File: config.mk
export PLATFORM = sky130hd
export DESIGN_NAME = wave_period_meter
export DESIGN_NICKNAME = d
export VERILOG_FILES = /design/src/rtl/wave_period_meter.sv
export SDC_FILE = /design/constraint.sdc
export NUM_CORES = 1
export LEC_CHECK = 0
export ABC_AREA = 1
export BUFFER_PORTS_ARGS = -buffer_cell sky130_fd_sc_hd__buf_2
export CORE_MARGIN = 5
export CORE_UTILIZATION = 65
export CTS_CLUSTER_SIZE = 16
export DETAILED_ROUTE_END_ITERATION = 12
export PLACE_DENSITY = 0.86
export SYNTH_ARGS = -nofsm -noshare
export SYNTH_HDL_FRONTEND = slang
export SYNTH_SLANG_ARGS = --single-unit
File: constraint.sdc
create_clock -name i_clk -period 5.85 [get_ports i_clk]
set_input_delay 0.2925 -clock i_clk [delete_from_list [all_inputs] [get_ports i_clk]]
set_output_delay 0.2925 -clock i_clk [all_outputs]
set_load 0.02 [all_outputs]
File: src/rtl/wave_period_meter.sv
// Square-wave period and high-time meter. A synchronised input feeds a two-state
// measurement FSM that reports cycle counts between accepted rising edges.
module wave_period_meter #(
   parameter int unsigned MIN_PERIOD = 4,
   parameter logic [31:0] MAX_PERIOD = 32'd50_000_000
) (
   input  logic        i_clk,
   input  logic        i_rst,
   input  logic        i_en,
   input  logic        i_wave_in,
   output logic [31:0] o_period,
   output logic [31:0] o_high_time,
   output logic        o_valid,
   output logic        o_timeout
);

   typedef enum logic {StIdle, StMeasure} state_t;

   state_t      r_state;
   logic        r_sync1;
   logic        r_wave_s;
   logic        r_wave_d;
   logic [31:0] r_cnt;
   logic [31:0] r_hcnt;
   logic [31:0] r_period;
   logic [31:0] r_high_time;
   logic        r_valid;
   logic        r_timeout;

   logic        w_rise;
   logic        w_accept;
   logic        w_cnt_max;
   logic [31:0] w_cnt_next;
   logic [31:0] w_hcnt_next;

   always_ff @(posedge i_clk or posedge i_rst) begin
      if (i_rst) begin
         r_sync1  <= 1'b0;
         r_wave_s <= 1'b0;
         r_wave_d <= 1'b0;
      end else begin
         r_sync1  <= i_wave_in;
         r_wave_s <= r_sync1;
         r_wave_d <= r_wave_s;
      end
   end

   assign w_rise     = r_wave_s & ~r_wave_d;
   assign w_accept   = w_rise && (r_cnt >= MIN_PERIOD);
   assign w_cnt_max  = (r_cnt == MAX_PERIOD);
   assign w_cnt_next = w_cnt_max ? r_cnt : r_cnt + 32'd1;
   assign w_hcnt_next = (r_wave_s && (r_hcnt != MAX_PERIOD)) ? r_hcnt + 32'd1 : r_hcnt;

   always_ff @(posedge i_clk or posedge i_rst) begin
      if (i_rst) begin
         r_state     <= StIdle;
         r_cnt       <= 32'd0;
         r_hcnt      <= 32'd0;
         r_period    <= 32'd0;
         r_high_time <= 32'd0;
         r_valid     <= 1'b0;
         r_timeout   <= 1'b0;
      end else begin
         r_valid <= 1'b0;
         if (!i_en) begin
            r_state <= StIdle;
            r_cnt   <= 32'd0;
            r_hcnt  <= 32'd0;
         end else begin
            unique case (r_state)
               StIdle: begin
                  // First edge only arms the counters; no result yet.
                  if (w_rise) begin
                     r_state <= StMeasure;
                     r_cnt   <= 32'd1;
                     r_hcnt  <= 32'd1;
                  end
               end
               StMeasure: begin
                  if (w_accept) begin
                     r_period    <= r_cnt;
                     r_high_time <= r_hcnt;
                     r_valid     <= 1'b1;
                     r_timeout   <= 1'b0;
                     r_cnt       <= 32'd1;
                     r_hcnt      <= 32'd1;
                  end else if (w_cnt_max) begin
                     r_timeout   <= 1'b1;
                     r_period    <= 32'd0;
                     r_high_time <= 32'd0;
                     r_state     <= StIdle;
                     r_cnt       <= 32'd0;
                     r_hcnt      <= 32'd0;
                  end else begin
                     r_cnt  <= w_cnt_next;
                     r_hcnt <= w_hcnt_next;
                  end
               end
            endcase
         end
      end
   end

   assign o_period    = r_period;
   assign o_high_time = r_high_time;
   assign o_valid     = r_valid;
   assign o_timeout   = r_timeout;

endmodule

==> summary.txt <==
Filler cells: 929
Startpoint Class: register
Ys Warns: 0
Synth area leaders: dfrtp_1 (44%), nand2_1 (12%), nand3_1 (10%), nor2_1 (8.3%), inv_1 (4.9%)
largest net degree at the start of global routing: 128
antenna violations before repair: 0
Rows: 39
Final Setup Violations: 0
share of flip-flops with an asynchronous set or reset: 100%
RSZ-0062 raised after global routing: no
synthesis-stage register bit count: 134
Hold Path Class: in2async
Final Routed Wirelength: 21700 µm
final setup TNS: 0 ns
Die X: 119 µm
multi-input logic area: 3670 µm²
syn_area_per_cell: 7.19 µm²
first-pass GRT wire length: 35800 µm
IO Port Bufs: 69
# H-tree levels: 4
sequential power share: 44.5%
fraction of layout instances using a drive strength above 1: 12.9%
Avg WL per Cell: 17.1 µm
Comb power frac: 4.6%
CTS Sinks: 134
Detail Route Antenna Nets: 0
Num CTS Buffers: 17
sequential cell area: 3350 µm²
clk buf depth: 2
CP Capture Type: register
sw frac: 23.1%
Slew @ Worst Pin: 1.25 ns
ys flop type: dfrtp_1
clk_lat worst skew: 0.43 ns
min Tclk post-route: 2.97 ns
Lkg Pwr: 4.04 nW
Mapped Area: 7670 µm²
Initial DRC Count: 774
peak supply drop: 289 µV
CORE AREA: 11500 µm²
CTS clock-pin slew for the worst setup and hold paths: 0.06 ns
fin crit share: 50.8%
Max Cap Viol: 0
Setup Fix Bufs, Post-CTS: 0
Clk pwr share: 50.9%
vias per cell: 5.94
crit path max fanout: 21
number of distinct library cells after synthesis: 35
drt first pass iters: 5
number of global-route vias before repair: 6843
Die H: 119 µm
Vias: 7528
gp weighted congestion: 0.974
top cell type's share of synthesized area: 43.7%
R2R cell count: 9
CTS tree: yes
Tot GR Track Use: 31.3%
Seq/Total Area, Yosys: 43.7%
Crit path arrival time: 3.30 ns
Remaining DRCs: 0
antenna fix cells: 0
post_cts resized: 0
DP HPWL: 15000 µm
critical path type: reg2reg
synth-to-layout area growth: 11.6%
grt ovf: 0
# hold bufs at CTS: 1
CTS root buffer: clkbuf_16
syn_nets: 1075
Post-Syn Instances: 1067
Synth area leader: dfrtp_1
maximum clock frequency: 336 MHz
pwr/cell area: 247 nW/µm²
die area: 14100 µm²
Final Max Slew Viols: 0
Post-synth EDFFs: 0
Worst Path Required: 6.18 ns
Fin. Hold Viols: 0
Slew HR: 16.5%
Initial Util: 66.9%
hold slack: 0.0106 ns
Final #Nets: 1121
P_sw: 0.489 mW
clock skew: 0.00687 ns
Cell Int Power: 1.62 mW
outcome: finished clean
# IOs: 70
-- final cells by class --
class                   instances  area share (%)
inverters                     106            4.71
clock buffers                  21            5.27
repair buffers                 72            4.33
well taps                     143            2.09
clock inverters                10            1.52
multi-input cells             782            42.9
flip-flops and latches        134            39.2
-- synthesized netlist by cell type (2+ instances only) --
cell type	number
ha_1	4
nand4_1	25
buf_4	7
nand2_4	2
buf_6	4
xor2_1	11
buf_2	19
dfrtp_1	134
nand2_2	6
inv_1	101
inv_2	5
a31oi_1	2
o21ai_2	17
nand3_1	160
nor2_4	3
o211ai_1	2
o21ai_0	60
nor3_1	23
nand2_1	244
nor2_1	169
nor3b_1	3
clkbuf_1	14
o21ai_1	25
o22ai_1	2
nor2_2	7
a21oi_1	9
-- state kept, by name (all words and copies together), names as in the netlist --
signal,cells
o_high_time,32
o_period,32
o_timeout,1
o_valid,1
r_cnt,32
r_hcnt,32
r_state,1
r_sync1,1
r_wave_d,1
r_wave_s,1
-- stage by stage --
stage | total power, mW | setup WS (ns) | cells | utilization (%) | cell area, µm²
global route | 2.17 | 2.68 | 1268 | 74.6 | 8550
finish | 2.11 | 2.88 | 1268 | 74.6 | 8550
CTS | 2.11 | 2.92 | 1268 | 74.6 | 8550
global placement | 1.05 | 2.89 | 1236 | 69.4 | 7960
detailed placement | 1.05 | 2.74 | 1236 | 69.4 | 7960
floorplan | 1.03 | 1.97 | 1067 | - | 7670
-- metal layers --
layer / part of all wire [%] / vias up / global-route usage, %
met5: 0 / - / 0
li1: - / 3582 / -
met3: 10 / 30 / 7.16
met1: 46 / 3526 / 49.3
met4: 1.5 / 0 / 8.50
met2: 43 / 390 / 43.2
-- placed cells by master, fill, tap and decap left out, types with 4 or more instances in the layout --
cell type,Yosys,final
o21ai_0,60,60
ha_1,4,4
nor3_1,23,23
nand3_1,160,160
clkbuf_16,0,17
inv_1,101,100
o21ai_1,25,25
nor2_2,7,7
o21ai_2,17,17
clkinv_2,0,5
xor2_1,11,11
inv_2,5,5
dfrtp_1,134,134
nand2_1,244,244
a21oi_1,9,9
nor2_1,169,169
nand4_1,25,25
nand2_2,6,6
buf_2,19,69
-- final timing paths --
| check | endpoint | from | slack (ns) |
|---|---|---|---|
| hold / removal | o_period[20] | i_rst | 0.01 |
| max in group asynchronous | r_hcnt[21] | i_rst | 4.65 |
| setup / recovery | r_cnt[21] | r_cnt[19] | 2.88 |
| hold reg to reg | r_wave_s | r_sync1 | 0.35 |
| setup reg to reg | r_cnt[21] | r_cnt[19] | 2.88 |
| min in group i_clk | r_wave_s | r_sync1 | 0.35 |
-- kinds of logic (layout without fill, tap and decap cells) --
| group | count (synthesis) | in the layout | share of synthesized area (%) |
|---|---|---|---|
| AO/OA/AOI/OAI | 119 | 119 | 8.84 |
| XOR/XNOR | 11 | 11 | 1.26 |
| adder cells (fa/ha/maj) | 4 | 4 | 0.653 |
| buffers and inverters | 151 | 209 | 8.44 |
| flip-flops | 134 | 134 | 43.7 |
| AND/OR/NAND/NOR | 648 | 648 | 37.1 |
-- critical path, cell delays in order (launching register included) --
cell and delay (ns):
dfrtp_1 0.44, inv_1 0.22, nand3_1 0.10, nor2_1 0.12
nand2_1 0.12, o21ai_1 0.79, nand2_1 0.23, nand2_2 0.29
inv_2 0.27, nor3b_1 0.28
-- power groups by stage --
stage | combinational (mW) | sequential, mW | clock [mW]
after floorplan | 0.0792 | 0.955 | 0
after global placement | 0.0944 | 0.956 | 0
after detailed placement | 0.0961 | 0.956 | 0
after CTS | 0.0974 | 0.940 | 1.07
after global routing | 0.109 | 0.940 | 1.12
final | 0.0976 | 0.940 | 1.07
Note: power is estimated with default switching activity, not from simulation.
